## config.mk

```make
export PLATFORM = sky130hd
export DESIGN_NAME = dmem_arbiter
export DESIGN_NICKNAME = d
export VERILOG_FILES = /design/src/rtl/dmem_arbiter_pkg.sv /design/src/rtl/dmem_arbiter.sv
export SDC_FILE = /design/constraint.sdc
export NUM_CORES = 1
export LEC_CHECK = 0
export ABC_CLOCK_PERIOD_IN_PS = 2200
export CORE_MARGIN = 1.5
export CORE_UTILIZATION = 39
export DETAILED_ROUTE_END_ITERATION = 10
export PLACE_DENSITY = 0.81
export SYNTH_ARGS = -nofsm -noshare
export SYNTH_HDL_FRONTEND = slang
export SYNTH_SLANG_ARGS = --single-unit
```

## constraint.sdc

```tcl
create_clock -name CLOCK_50 -period 2.2 [get_ports CLOCK_50]
set_input_delay 0.44 -clock CLOCK_50 [delete_from_list [all_inputs] [get_ports CLOCK_50]]
set_output_delay 0.44 -clock CLOCK_50 [all_outputs]
set_load 0.05 [all_outputs]
```

## src/rtl/dmem_arbiter_pkg.sv

```systemverilog
// Shared types for the data-memory arbiter: arbitration states, read-owner tags,
// and the CPU opcode constants used by the MEM stage that drives the CPU port.
package dmem_arbiter_pkg;

    typedef enum logic [1:0] {
        CPU_PRI     = 2'd0,
        HOST_PRI    = 2'd1,
        HOST_LOCKED = 2'd2
    } arb_state_e;

    typedef enum logic [1:0] {
        OWN_NONE = 2'd0,
        OWN_CPU  = 2'd1,
        OWN_HOST = 2'd2
    } owner_e;

    localparam logic [6:0] OPC_LOAD   = 7'b0000011;
    localparam logic [6:0] OPC_STORE  = 7'b0100011;
    localparam logic [6:0] OPC_OP     = 7'b0110011;
    localparam logic [6:0] OPC_OP_IMM = 7'b0010011;
    localparam logic [6:0] OPC_BRANCH = 7'b1100011;
    localparam logic [6:0] OPC_JAL    = 7'b1101111;
    localparam logic [6:0] OPC_LUI    = 7'b0110111;

    function automatic logic addr_in_range(input logic [31:0] addr, input int depth);
        return addr < 32'(depth);
    endfunction

endpackage

```

## src/rtl/dmem_arbiter.sv

```systemverilog
// Two-port arbiter (CPU MEM stage / host loader) in front of a single-port
// synchronous data RAM with one-cycle read latency.
//
// state       | meaning
// ------------+-------------------------------------------------------------
// CPU_PRI     | CPU wins contention; host counts starved cycles
// HOST_PRI    | host starved too long; host wins its next access only
// HOST_LOCKED | host burst in progress; CPU stalled until host_lock drops
module dmem_arbiter
    import dmem_arbiter_pkg::*;
#(
    parameter int REG_WIDTH    = 32,
    parameter int DEPTH        = 300,
    parameter int ADDR_W       = 9,
    parameter int STARVE_LIMIT = 4
) (
    input  logic                 CLOCK_50,
    input  logic                 rstn,

    input  logic                 cpu_req,
    input  logic                 cpu_we,
    input  logic [ADDR_W-1:0]    cpu_addr,
    input  logic [REG_WIDTH-1:0] cpu_wdata,
    output logic                 cpu_gnt,
    output logic                 cpu_rvalid,
    output logic [REG_WIDTH-1:0] cpu_rdata,

    input  logic                 host_req,
    input  logic                 host_we,
    input  logic                 host_lock,
    input  logic [ADDR_W-1:0]    host_addr,
    input  logic [REG_WIDTH-1:0] host_wdata,
    output logic                 host_gnt,
    output logic                 host_rvalid,
    output logic [REG_WIDTH-1:0] host_rdata,

    output logic                 mem_wr_en,
    output logic [ADDR_W-1:0]    mem_index,
    output logic [REG_WIDTH-1:0] mem_entry,
    input  logic [REG_WIDTH-1:0] mem_entry_out,

    output logic                 addr_err
);

    localparam int              CNT_W   = $clog2(STARVE_LIMIT + 1);
    localparam logic [CNT_W-1:0] CNT_MAX = CNT_W'(STARVE_LIMIT);

    arb_state_e           state_q;
    logic [CNT_W-1:0]     cnt_q, cnt_d;
    owner_e               owner_q;
    logic                 oor_q;
    logic [ADDR_W-1:0]    idx_q;
    logic [REG_WIDTH-1:0] cpu_rdata_q, host_rdata_q;
    logic                 cpu_oor, host_oor;

    assign cpu_oor  = !addr_in_range(32'(cpu_addr), DEPTH);
    assign host_oor = !addr_in_range(32'(host_addr), DEPTH);

    // Grants are gated by rstn so reset silences the RAM port immediately.
    always_comb begin
        cpu_gnt  = 1'b0;
        host_gnt = 1'b0;
        if (rstn) begin
            case (state_q)
                CPU_PRI: begin
                    cpu_gnt  = cpu_req;
                    host_gnt = host_req & ~cpu_req;
                end
                HOST_PRI: begin
                    host_gnt = host_req;
                    cpu_gnt  = cpu_req & ~host_req;
                end
                HOST_LOCKED: begin
                    host_gnt = host_req;
                end
                default: begin
                    cpu_gnt  = 1'b0;
                    host_gnt = 1'b0;
                end
            endcase
        end
    end

    always_comb begin
        cnt_d = cnt_q;
        if (!host_req || host_gnt) begin
            cnt_d = '0;
        end else if (cnt_q != CNT_MAX) begin
            cnt_d = cnt_q + CNT_W'(1);
        end
    end

    assign mem_index = cpu_gnt  ? cpu_addr  :
                       host_gnt ? host_addr : idx_q;
    assign mem_entry = host_gnt ? host_wdata : cpu_wdata;
    assign mem_wr_en = (cpu_gnt  & cpu_we  & ~cpu_oor) |
                       (host_gnt & host_we & ~host_oor);
    assign addr_err  = (cpu_gnt & cpu_oor) | (host_gnt & host_oor);

    // Read data is only live in the return cycle; otherwise replay the last value.
    assign cpu_rvalid  = (owner_q == OWN_CPU);
    assign host_rvalid = (owner_q == OWN_HOST);
    assign cpu_rdata   = cpu_rvalid  ? (oor_q ? '0 : mem_entry_out) : cpu_rdata_q;
    assign host_rdata  = host_rvalid ? (oor_q ? '0 : mem_entry_out) : host_rdata_q;

    always_ff @(posedge CLOCK_50 or negedge rstn) begin
        if (!rstn) begin
            state_q      <= CPU_PRI;
            cnt_q        <= '0;
            owner_q      <= OWN_NONE;
            oor_q        <= 1'b0;
            idx_q        <= '0;
            cpu_rdata_q  <= '0;
            host_rdata_q <= '0;
        end else begin
            cnt_q <= cnt_d;

            case (state_q)
                CPU_PRI: begin
                    if (host_gnt && host_lock) begin
                        state_q <= HOST_LOCKED;
                    end else if (cnt_d == CNT_MAX) begin
                        state_q <= HOST_PRI;
                    end
                end
                HOST_PRI: begin
                    if (host_gnt && host_lock) begin
                        state_q <= HOST_LOCKED;
                    end else if (host_gnt || !host_req) begin
                        state_q <= CPU_PRI;
                    end
                end
                HOST_LOCKED: begin
                    if (!host_lock) begin
                        state_q <= CPU_PRI;
                    end
                end
                default: begin
                    state_q <= CPU_PRI;
                end
            endcase

            if (cpu_gnt) begin
                idx_q <= cpu_addr;
            end else if (host_gnt) begin
                idx_q <= host_addr;
            end

            owner_q <= OWN_NONE;
            oor_q   <= 1'b0;
            if (cpu_gnt && !cpu_we) begin
                owner_q <= OWN_CPU;
                oor_q   <= cpu_oor;
            end else if (host_gnt && !host_we) begin
                owner_q <= OWN_HOST;
                oor_q   <= host_oor;
            end

            if (cpu_rvalid) begin
                cpu_rdata_q <= cpu_rdata;
            end
            if (host_rvalid) begin
                host_rdata_q <= host_rdata;
            end
        end
    end

endmodule

```

[Word-level counts from Yosys, hierarchy flattened]
Cells that the tools add are included.
Cells by class
  $add $sub $neg: 1
  $mul: 0
  div/mod/pow operators: 0
  $lt $le $gt $ge: 2
  equality and inequality tests: 9
  shift-type cells: 0
  muxes and demuxes: 22
  bitwise gates (word level): 12
  reduce and logical (&&, ||, !) cells: 12
Operators with widths (number)
  $mux 32: 4
  $lt 9x9->1 const B: 2
  $mux 9: 2
  $mux 2: 7
  $ne 3x3->1 const B: 3
  $and 1x1->1: 8
  $mux 3: 2
  $pmux 2 s3: 1
  $logic_not 1->1: 5
  $eq 2x1->1 const B: 2
  $eq 2x2->1 const B: 2
  $mux 1: 4
  $pmux 1 s2: 2
  $add 3x1->3 const B: 1
  $eq 3x3->1 const B: 1
  $logic_and 1x1->1: 3
  $reduce_and 3->1: 1
  $logic_not 2->1: 1
  $ne 2x2->1 const B: 1
  $not 1->1: 2
  $or 1x1->1: 2
  $reduce_or 2->1: 1
  $logic_or 1x1->1: 1
Storage, ports and cells
  bits in registers: 81
  bits in latches: 0
  RAM bits: 0
  bits in read-only memories: 0
  input port bits: 121
  output and inout port bits: 111
  word-level logic and storage cells: 65
  memories kept: 0

[Depth between registers and ports, before layout]
Gate-level depths: netlist of run 1.
  word-level depth: 10
  mapped depth: 9
  gate-level depth less buffers: 7

[Worst setup path after synthesis of run 1]
Ideal clock, no wire load.
  path type: register to output
  start: register state_q[1]
  end: output mem_index[0]
  data arrival time: 2.229 ns
  data required time: 1.760 ns
  slack: -0.469 ns
  stages on the path, launching flop included: 9
  buffers on the path: 1
  cells stage by stage: dfrtp_1 -> inv_1 -> ha_1 -> nor2b_1 -> o211ai_2 -> inv_1 -> clkbuf_1 -> nand2_1 -> o21ai_1
Between the ends
  elaborated cells on any way between the ends: 10
  those cells by class: 2 x eq/ne; 6 x mux; 2 x reduce/logical
RTL lines
  start, declared: line dmem_arbiter.sv:48  | arb_state_e state_q;
  start signal, assigned: line dmem_arbiter.sv:108  | state_q <= CPU_PRI;
  start signal, assigned: line dmem_arbiter.sv:121  | state_q <= HOST_LOCKED;
  start signal, assigned: line dmem_arbiter.sv:123  | state_q <= HOST_PRI;
  $eq 2x1->1 or $logic_not 2->1 (tied branches): line dmem_arbiter.sv:64  | case (state_q)
  $pmux 1 s2 *: line dmem_arbiter.sv:64
  $mux 1 *: line dmem_arbiter.sv:63  | if (rstn) begin
  via cpu_gnt: line dmem_arbiter.sv:24  | output logic cpu_gnt,
  $mux 9 *
  end, declared: line dmem_arbiter.sv:38  | output logic [ADDR_W-1:0] mem_index,
Mark *: on every way through the listed nets, which the timed path passes. The rest lies on a longest branch.

[Worst setup path after layout of run 1]
  start: register state_q[0]
  end: output mem_index[7]
Between the ends
  cells in the longest elaborated chain, start to end: 6
  elaborated cells on any way between the ends: 10
  those cells by class: 2 x eq/ne; 6 x mux; 2 x reduce/logical
RTL lines (line)
  $eq 2x2->1 or $eq 2x1->1 (tied branches): dmem_arbiter.sv:64
  $reduce_or 2->1 (no source line)
  $pmux 1 s2: dmem_arbiter.sv:64
  $mux 1: dmem_arbiter.sv:63
  $mux 9
  $mux 9 *
Mark *: on every way between the ends. The rest lies on a longest branch, timed or not.

==> summary.md, run 1 <==
| Metric | Value |
|---|---|
| Synthesis-stage register bit count | `81` |
| Count of routing violations after the opening detailed-route iteration | `510` |
| Dominant register cell in the synthesized netlist | `sky130_fd_sc_hd__dfrtp_1` |
| Pin count of the biggest net entering global routing | `98` |
| Total CTS buffers | `9` |
| Leakage power of the design | `around 0.0041 uW` |
| Detail Placement HPWL | `about 11000 um` |
| Crit path launch type | `flop` |
| Final WS setup | `-0.6008 ns` |
| Number of distinct library cells after synthesis | `31` |
| Clock insertion delay at the later pin of the skew report | `0.36 ns` |
| Die width | `106.6 um` |
| Final Instance Area | `roughly 0.0090 mm2` |
| Global-route total usage across every layer | `29.20%` |
| Final Hold Vio Count | `0` |
| Number of nets in the finished design | `902` |
| Fraction of the yosys area taken by sequential cells | `just under 50%` |
| Arrival time at the worst endpoint | `about 2.4 ns` |
| Crit Path Category | `flop to primary output` |
| Fraction of the cycle the final worst path needs | `127.3%` |
| P_sw | `around 6400 uW` |
| Int Pwr | `6982 uW` |
| Number of buffers added to fix hold violations after cts | `0` |
| Vias in the first global route | `between 5000 and 6000` |
| Normalized max-slew margin | `32.37%` |
| Proportion of power drawn by flip-flops and latches | `roughly 18%` |
| Post-placement cell count | `876` |
| Setup repair after global routing missed its margin | `true` |
| Yosys Warn Count | `0` |
| Total die area | `between 0.01 and 0.015 mm2` |
| Switching power share of the total | `between 40% and 50%` |
| Setup crit end kind | `primary output` |
| Remaining routing DRC violations | `0` |
| H-tree level count | `3` |
| Setup violation total in the final timing report | `47` |
| DR WL/cell | `~23 um` |
| Power consumption | `about 13000 uW` |
| Max-slew violation count | `0` |
| CTS max path bufs | `2` |
| Share of layout cells above drive strength 1 | `approximately two fifths` |
| Ratio of total power to cell area | `approximately 1500 mW/mm2` |
| Shortest period the worst path allows | `between 2 and 3 ns` |
| First-pass GRT wire length | `between 20000 and 30000 um` |
| Synthesized area per cell | `about 8.0 um2` |
| Non-Filler Instances | `around 900` |
| Vias | `5263` |
| Status | `finished with violations` |
| GRT overflow | `0` |
| Detailed-route wire length | `20980 um` |
| Sinks on Clock Net | `a little over 80` |
| Final antenna-violating net count | `0` |
| P&R area growth vs syn | `115.5%` |
| Worst-case hold slack | `0.3829 ns` |
| Post-synthesis net count | `649` |
| Summed instance area of the synthesized netlist | `0.004184 mm2` |
| Actual slew at the worst max-slew pin | `a little over 1 ns` |
| Number of flops mapped to enable cells by yosys | `0` |
| Max FO, Critical Path | `11` |
| Floorplan Core Area | `slightly above 0.01 mm2` |
| Worst IR drop on VDD | `approximately 0.84 mV` |
| Post-Syn Instances | `522` |
| Part of the power in combinational logic | `approximately three quarters` |
| Final antenna diode count | `0` |
| Worst Clk Skew | `roughly 0.014 ns` |
| Number of max-cap violations | `0` |
| Total I/O pin count | `roughly 230` |
| Row cnt | `37` |
| Top achievable clock speed | `357.0 MHz` |
| Via-to-Cell Ratio | `5.746` |
| Data required time of the worst path | `approximately 1.8 ns` |
| Antenna violations before repair | `0` |
| Placed standard-cell area | `approximately 0.0075 mm2` |
| Count of TritonRoute iterations in the first routing pass | `5` |
| Share of the core filled with cells in the final layout | `between 80 and 90%` |
| Clock input transition at the sequential cells of the worst setup and hold paths | `roughly 0.090 ns` |
| Ys async rst share | `100.0%` |
| Worst hold-check path type | `input pin to asynchronous set/reset pin` |
| Clk root buf | `sky130_fd_sc_hd__clkbuf_8` |
| Initial Util | `40.35%` |
| Vertical extent of the die | `106.6 um` |
| Clock power share | `8.2%` |
| Count of buffers from port buffering | `between 200 and 250` |
| Routability Congestion | `roughly 0.92` |
| Clock tree from TritonCTS | `yes` |
| Failing checks | `negative setup slack` |
-- flip-flops by register name (all words and copies together) (netlist names) --
| name | flops |
|---|---|
| cnt_q | 3 |
| cpu_rdata_q | 32 |
| host_rdata_q | 32 |
| idx_q | 9 |
| oor_q | 1 |
| owner_q | 2 |
| state_q | 2 |
-- cell usage after synthesis, types with 2 or more instances --
library cell	n	area (um2)
sky130_fd_sc_hd__nor2b_1	3	18.77
sky130_fd_sc_hd__mux2i_1	9	90.09
sky130_fd_sc_hd__a21oi_1	5	25.02
sky130_fd_sc_hd__buf_2	13	65.06
sky130_fd_sc_hd__nor3_1	3	15.01
sky130_fd_sc_hd__nand2b_1	35	219.0
sky130_fd_sc_hd__o21ai_1	69	345.3
sky130_fd_sc_hd__nor2_1	4	15.01
sky130_fd_sc_hd__buf_6	2	22.52
sky130_fd_sc_hd__dfrtp_1	81	2027
sky130_fd_sc_hd__inv_1	8	30.03
sky130_fd_sc_hd__nand2_1	174	653.1
sky130_fd_sc_hd__clkbuf_1	19	71.32
sky130_fd_sc_hd__o21ai_0	71	355.3
sky130_fd_sc_hd__o31ai_1	3	22.52
sky130_fd_sc_hd__ha_1	6	75.07
sky130_fd_sc_hd__nand3_1	2	10.01
sky130_fd_sc_hd__o211ai_2	2	25.02
-- layout by cell type (no fill, tap or decap), types with 7 or more instances in the layout --
master | synthesis | routed
sky130_fd_sc_hd__o21ai_2 | 0 | 28
sky130_fd_sc_hd__nand2b_1 | 35 | 33
sky130_fd_sc_hd__o21ai_1 | 69 | 75
sky130_fd_sc_hd__mux2i_1 | 9 | 7
sky130_fd_sc_hd__clkbuf_8 | 0 | 10
sky130_fd_sc_hd__buf_4 | 0 | 21
sky130_fd_sc_hd__buf_8 | 0 | 31
sky130_fd_sc_hd__buf_12 | 0 | 86
sky130_fd_sc_hd__nand2_2 | 0 | 25
sky130_fd_sc_hd__dfrtp_1 | 81 | 80
sky130_fd_sc_hd__nand2_4 | 0 | 53
sky130_fd_sc_hd__buf_6 | 2 | 9
sky130_fd_sc_hd__o21ai_0 | 71 | 36
sky130_fd_sc_hd__nand2_1 | 174 | 95
sky130_fd_sc_hd__clkdlybuf4s50_1 | 0 | 119
-- area by class of cell --
| class | count | area [um2] |
|---|---|---|
| inverters | 9 | 50.05 |
| clock inverters | 5 | 55.05 |
| clock buffers | 11 | 141.4 |
| flip-flops and latches | 81 | 2031 |
| multi-input cells | 398 | 2666 |
| well taps | 136 | 170.2 |
| fillers | 459 | 1354 |
| repair buffers | 276 | 3902 |
-- per-layer routing --
metal | up-vias | global-route usage [%] | part of all wire [%]
met4 | 0 | 15.62 | 6.3
met5 | - | 0 | 0
li1 | 2269 | - | -
met3 | 112 | 7.781 | 8.3
met1 | 2522 | 30.05 | 35
met2 | 360 | 53.66 | 50
-- path summary, 6_finish.rpt --
check | to | slack (ns) | cells after the start | start
setup / recovery | mem_index[7] | -0.60 | 8 | state_q[0]
hold / removal | owner_q[0] | 0.38 | 2 | rstn
setup reg to reg | state_q[0] | -0.07 | 10 | state_q[0]
hold reg to reg | cpu_rdata_q[13] | 0.48 | 2 | cpu_rdata_q[13]
max in group asynchronous | oor_q | 1.09 | 2 | rstn
min in group CLOCK_50 | cpu_rdata_q[13] | 0.48 | 2 | cpu_rdata_q[13]
-- through the flow --
stage          setup WS [ns]  TNS, ns
4_1_cts              -0.3655   -13.52
2_1_floorplan        -0.2825   -2.466
3_5_place_dp         -0.3480   -11.78
6_report             -0.6008   -22.14
5_1_grt              -0.6182   -23.96
3_3_place_gp         -0.3299   -10.89
-- critical path, stage by stage, from the launching register on --
cell and delay [ns]:
sky130_fd_sc_hd__dfrtp_1 0.44, sky130_fd_sc_hd__inv_2 0.09, sky130_fd_sc_hd__ha_4 0.17, sky130_fd_sc_hd__and2b_2 0.22, sky130_fd_sc_hd__o211ai_4 0.27, sky130_fd_sc_hd__buf_12 0.19
sky130_fd_sc_hd__mux2i_1 0.29, sky130_fd_sc_hd__o21ai_2 0.14, sky130_fd_sc_hd__buf_12 0.17
-- cells by family (layout without fill, tap and decap cells) --
family | Yosys count | after routing | synth area share, %
buf+inv | 43 | 301 | 4.605
flops | 81 | 81 | 48.44
compound gates | 154 | 154 | 19.17
xor+xnor | 1 | 1 | 0.2094
simple gates | 228 | 228 | 23.62
fa+ha+maj | 6 | 6 | 1.794
mux | 9 | 9 | 2.153
-- timing repair --
action	4_1_cts	5_1_grt
gates resized for setup	132	105
cloned	5	5
buffers inserted	8	8
endpoints found under the setup margin	109	81
pin swaps	16	18
hold endpoints to repair	0	0
-- power by group through the flow --
stage	registers [uW]	clock network [uW]	logic, uW
floorplan	2330	0	4500
global placement	2360	0	8420
detailed placement	2400	0	8590
CTS	2380	1100	9210
global route	2450	1180	10200
finish	2400	1100	9880
Power figures use the tool's default switching activity.
==> run 2, diff against run 1 <==
TNS_END_PERCENT = 50   (was unset)
==> summary.md, run 2 (synthesis gave the netlist of run 1 again) <==
| Metric | Value |
|---|---|
| Status | `finished with violations (unchanged)` |
| Failing checks | `negative setup slack (unchanged)` |
| Global-route total usage across every layer | `29.24% (was 29.20%)` |
| H-tree level count | `3 (unchanged)` |
| Part of the power in combinational logic | `74.2% (was 73.9%)` |
| Count of TritonRoute iterations in the first routing pass | `5 (unchanged)` |
| Initial Util | `40.35% (unchanged)` |
| Setup repair after global routing missed its margin | `true (unchanged)` |
| Die width | `106.6 um (unchanged)` |
| GRT overflow | `0 (unchanged)` |
| Shortest period the worst path allows | `2.707 ns (was 2.801 ns)` |
| Worst IR drop on VDD | `0.9338 mV (was 0.8373 mV)` |
| Detailed-route wire length | `19350 um (was 20980 um)` |
| Clock insertion delay at the later pin of the skew report | `0.35 ns (was 0.36 ns)` |
| Switching power share of the total | `47.36% (was 47.81%)` |
| Number of max-cap violations | `0 (unchanged)` |
| Arrival time at the worst endpoint | `2.27 ns (was 2.36 ns)` |
| Clock input transition at the sequential cells of the worst setup and hold paths | `0.08 ns (was 0.09 ns)` |
| Proportion of power drawn by flip-flops and latches | `18.3% (was 17.9%)` |
| Ratio of total power to cell area | `1505 mW/mm2 (was 1484 mW/mm2)` |
| Count of buffers from port buffering | `231 (unchanged)` |
| Final WS setup | `-0.5069 ns (was -0.6008 ns)` |
| P&R area growth vs syn | `111.8% (was 115.5%)` |
| Clock tree from TritonCTS | `yes (unchanged)` |
| Normalized max-slew margin | `32.51% (was 32.37%)` |
| P_sw | `6315 uW (was 6396 uW)` |
| Commonest cells after routing, fill and taps aside | `sky130_fd_sc_hd__clkdlybuf4s50_1 (119), sky130_fd_sc_hd__buf_12 (119), sky130_fd_sc_hd__nand2_1 (106) (was sky130_fd_sc_hd__clkdlybuf4s50_1 (119), sky130_fd_sc_hd__nand2_1 (95), sky130_fd_sc_hd__buf_12 (86))` |
| Floorplan Core Area | `0.01037 mm2 (unchanged)` |
| Detail Placement HPWL | `11590 um (was 10610 um)` |
| Worst reg2reg startpoint | `state_q[0] (unchanged)` |
| Leakage power of the design | `0.003941 uW (was 0.004146 uW)` |
| Final Hold Vio Count | `0 (unchanged)` |
| Total die area | `0.01136 mm2 (unchanged)` |
| Setup violation total in the final timing report | `48 (was 47)` |
| Largest registers ranked by flip-flop count | `cpu_rdata_q x32, host_rdata_q x32, idx_q x9 (unchanged)` |
| Via-to-Cell Ratio | `5.602 (was 5.746)` |
| Clock power share | `7.6% (was 8.2%)` |
| Slack of the worst reg-to-reg path | `-0.44 ns (was -0.07 ns)` |
| Worst-case reg-to-reg path depth | `16 (was 10)` |
| Max-slew violation count | `0 (unchanged)` |
| Total CTS buffers | `9 (unchanged)` |
| Final antenna-violating net count | `0 (unchanged)` |
| First-pass GRT wire length | `25530 um (was 25730 um)` |
| Number of nets in the finished design | `904 (was 902)` |
| Non-Filler Instances | `918 (was 916)` |
| CTS max path bufs | `2 (unchanged)` |
| Endpoint of the lowest-slack register-to-register path | `state_q[1] (was state_q[0])` |
| Setup tns final | `-20.94 ns (was -22.14 ns)` |
| Crit path launch type | `flop (unchanged)` |
| Vias | `5143 (was 5263)` |
| Int Pwr | `7020 uW (was 6982 uW)` |
| Worst-case hold slack | `0.4118 ns (was 0.3829 ns)` |
| Top achievable clock speed | `369.4 MHz (was 357.0 MHz)` |
| Data required time of the worst path | `1.76 ns (about the same)` |
| Post-placement setup slack | `-0.3444 ns (was -0.3480 ns)` |
| Worst hold-check path type | `input pin to asynchronous set/reset pin (unchanged)` |
| Row cnt | `37 (unchanged)` |
| Max FO, Critical Path | `5 (was 11)` |
| Fraction of the cycle the final worst path needs | `123.0% (was 127.3%)` |
| Share of layout cells above drive strength 1 | `36.19% (was 38.72%)` |
| Total I/O pin count | `232 (unchanged)` |
| Routability Congestion | `0.9655 (was 0.9206)` |
| Actual slew at the worst max-slew pin | `1.012 ns (was 1.014 ns)` |
| Power consumption | `13340 uW (was 13380 uW)` |
| Setup crit end kind | `primary output (unchanged)` |
| Worst Clk Skew | `0.01456 ns (was 0.01401 ns)` |
| Pin count of the biggest net entering global routing | `98 (unchanged)` |
| Vertical extent of the die | `106.6 um (unchanged)` |
| Sinks on Clock Net | `81 (unchanged)` |
| Clk root buf | `sky130_fd_sc_hd__clkbuf_8 (unchanged)` |
| Final antenna diode count | `0 (unchanged)` |
| Remaining routing DRC violations | `0 (unchanged)` |
| Count of routing violations after the opening detailed-route iteration | `369 (was 510)` |
| Vias in the first global route | `5089 (was 5162)` |
| Post-placement cell count | `880 (was 876)` |
| Crit Path Category | `flop to primary output (unchanged)` |
| DR WL/cell | `21.08 um (was 22.91 um)` |
| Antenna violations before repair | `0 (unchanged)` |
[run 2: changes by cell type in the layout (fill, tap and decap cells not counted), sizes merged]
cell	delta
clkinv	-1
clkinvlp	+1
clkbuf	-1
bufinv	-1
buf	+4
[run 2: how the worst max path moves through the flow]
stage          startpoint  slack (ns)            to
2_1_floorplan  state_q[0]       -0.28  mem_index[0]
3_3_place_gp      cpu_req       -0.28  mem_index[1]
3_5_place_dp      cpu_req       -0.34  mem_index[3]
4_1_cts        state_q[0]       -0.39  mem_index[4]
5_1_grt        state_q[1]       -0.53  mem_index[5]
6_report       state_q[0]       -0.51  mem_index[3]
[run 2: metal layers]
| layer | routed length [um] | vias up | track usage (%) |
|---|---|---|---|
| li1 | - | 2254 | - |
| met1 | 6521 | 2485 | 29.72 |
| met2 | 10050 | 316 | 53.75 |
| met3 | 1605 | 88 | 9.362 |
| met4 | 1168 | 0 | 14.10 |
| met5 | 0 | - | 0 |
[run 2: area by class of cell]
type / count / area, um2
flip-flops and latches: 81 / 2027
repair buffers: 278 / 3939
well taps: 136 / 170.2
fillers: 469 / 1508
clock inverters: 4 / 27.53
clock buffers: 12 / 155.1
inverters: 9 / 41.29
multi-input cells: 398 / 2502
[run 2: power by group through the flow]
stage          Sequential (uW)  Clock (uW)  Combinational (uW)
3_3_place_gp              2350           0                8810
6_report                  2440        1010                9890
5_1_grt                   2500        1080               10300
3_5_place_dp              2400           0                9020
2_1_floorplan             2330           0                4450
4_1_cts                   2390        1020                9360
[run 2: stage by stage]
stage / utilization, % / cell area, um2
after detailed placement: 77.05 / 7990
after global placement: 77.05 / 7990
after floorplan: - / 4273
after CTS: 82.02 / 8506
final: 85.46 / 8862
after global routing: 85.46 / 8862
[run 2: worst max-delay path: stages (launching register included)]
cell	delay, ns
sky130_fd_sc_hd__dfrtp_1	0.43
sky130_fd_sc_hd__inv_2	0.08
sky130_fd_sc_hd__ha_4	0.18
sky130_fd_sc_hd__and2b_2	0.22
sky130_fd_sc_hd__o211ai_4	0.26
sky130_fd_sc_hd__buf_8	0.20
sky130_fd_sc_hd__mux2i_4	0.28
sky130_fd_sc_hd__o21ai_4	0.10
sky130_fd_sc_hd__buf_12	0.16
[run 2: repair_timing]
action / CTS / global route
hold buffers: 0 / 0
resized for setup: 38 / 106
gates cloned: 1 / 3
pin swaps: 6 / 6
endpoints found under the setup margin: 46 / 77
setup buffers: 19 / 1
==> patch: new RTL, settings of run 2 <==
Encoding of `arb_state_e`: now one-hot (3 bits for 3 states).
--- a/src/rtl/dmem_arbiter_pkg.sv
+++ b/src/rtl/dmem_arbiter_pkg.sv
@@ -4,6 +4,6 @@
 
-    typedef enum logic [1:0] {
-        CPU_PRI     = 2'd0,
-        HOST_PRI    = 2'd1,
-        HOST_LOCKED = 2'd2
+    typedef enum logic [2:0] {
+        CPU_PRI     = 3'b001,
+        HOST_PRI    = 3'b010,
+        HOST_LOCKED = 3'b100
     } arb_state_e;
Formal check against the unedited RTL: same outputs for any inputs over 4 cycles, from zero or initial values and one cycle with rstn low; so few cycles prove little.
==> patch against run 2 <==
- the run still ends with setup timing left
- die area increased by 0.82%
- setup slack lost 0.068 ns
- cell count decreased by 7.3%
- synthesized area increased by 0.84%
- sequential cell count increased by 1
- wire length shrank 19%
- final area fell by 7.0%
- critical endpoint is now mem_index[5]
- highest routed layer unchanged
Power is not compared: it rests on default switching activity, and its combinational part moved more than twofold at a synthesized area within 25%.
==> patch: results (changes against run 2) <==
* Crit-path max FO at 17 (+12)
* Final setup viols at 45 (-6.3%)
* Placed Area at 7666 um2 (-4.1%)
* RR Startpoint: state_q[2]
* R2r endpoint: idx_q[2]
* Critical path arrival at 2.33 ns (+0.06 ns)
* Setup TNS at -19.97 ns (+0.9697 ns)
* Met3 wire length at 1134 um (-29%)
* Pre-CTS setup slack at -0.4342 ns (-0.08984 ns)
* Pre-antenna DRT Iters at 4 (-1)
* Vias in the first global route at 4619 (-9.2%)
* R2R depth at 8 (-8)
* Synthesized netlist net count at 581 (-10%)
* Total global-route track usage at 0.2545 (-0.03794)
* PnR worst setup slack at -0.5748 ns (-0.06793 ns)
* Final net count at 834 (-7.7%)
* Sequential area share after synthesis at 0.4867 (+0.002205)
* Worst Setup SP: host_req
* Met2 WL at 8056 um (-20%)
* Vias at 4558 (-11%)
* Clk_skew at 0.01472 ns (+0.0001620 ns)
* Unique masters post-synth at 35 (+13%)
* Failing checks: setup timing
* Ranking of synthesized cells by area: dfrtp_1 48%, o21ai_0 16%, nand2_1 6.0%
* Layout cell share with drive strength beyond 1 at 0.3147 (-0.04721)
* Met1 Routed Length at 5525 um (-15%)
* DP Wirelength at 10830 um (-6.5%)
* Critical Path End: mem_index[5]
* Status: complete, but fails checks
* Post-route cell area at 8239 um2 (-7.0%)
-- patch: cell type report --
type | instances | area share
clock inverters | 6 | 0.01367
repair buffers | 273 | 0.4228
flip-flops and latches | 82 | 0.2494
inverters | 12 | 0.005467
clock buffers | 9 | 0.01503
multi-input cells | 333 | 0.2730
well taps | 136 | 0.02065
-- patch: cells by family after synthesis --
group	Yosys count	synth area share
AOI/OAI and AO/OA	158	0.2020
buffers and inverters	43	0.04537
adders and majority gates	2	0.005930
and+or+nand+nor	132	0.1533
muxes	41	0.1068
DFF	82	0.4867
-- patch: power groups by stage --
stage / Clock [mW] / Combinational [mW] / Sequential (mW)
floorplan: 0 / 2.13 / 1.96
global placement: 0 / 4.09 / 1.97
detailed placement: 0 / 4.19 / 1.99
CTS: 1.32 / 4.24 / 1.96
global route: 1.38 / 4.51 / 1.99
finish: 1.30 / 4.31 / 1.96
-- patch: layer usage --
metal,vias to the layer above,global-route usage
met5,-,0
met4,0,0.1400
met3,64,0.05471
met2,245,0.4602
met1,2143,0.2753
li1,2106,-
-- patch: timing repair --
item / in CTS / in global routing
gates resized for setup: 28 / 52
hold buffers: 1 / 0
endpoints found under the hold margin: 3 / 0
gates cloned: 0 / 3
endpoints found under the setup margin: 46 / 69
pin swaps: 0 / 5
setup buffers: 0 / 6
-- patch: critical path, stage by stage --
cell and delay, ns:
clkdlybuf4s50_1 0.50, nor3b_1 0.46, o2111ai_4 0.23, buf_12 0.22, nor2_1 0.23, a21oi_4 0.07
buf_6 0.16
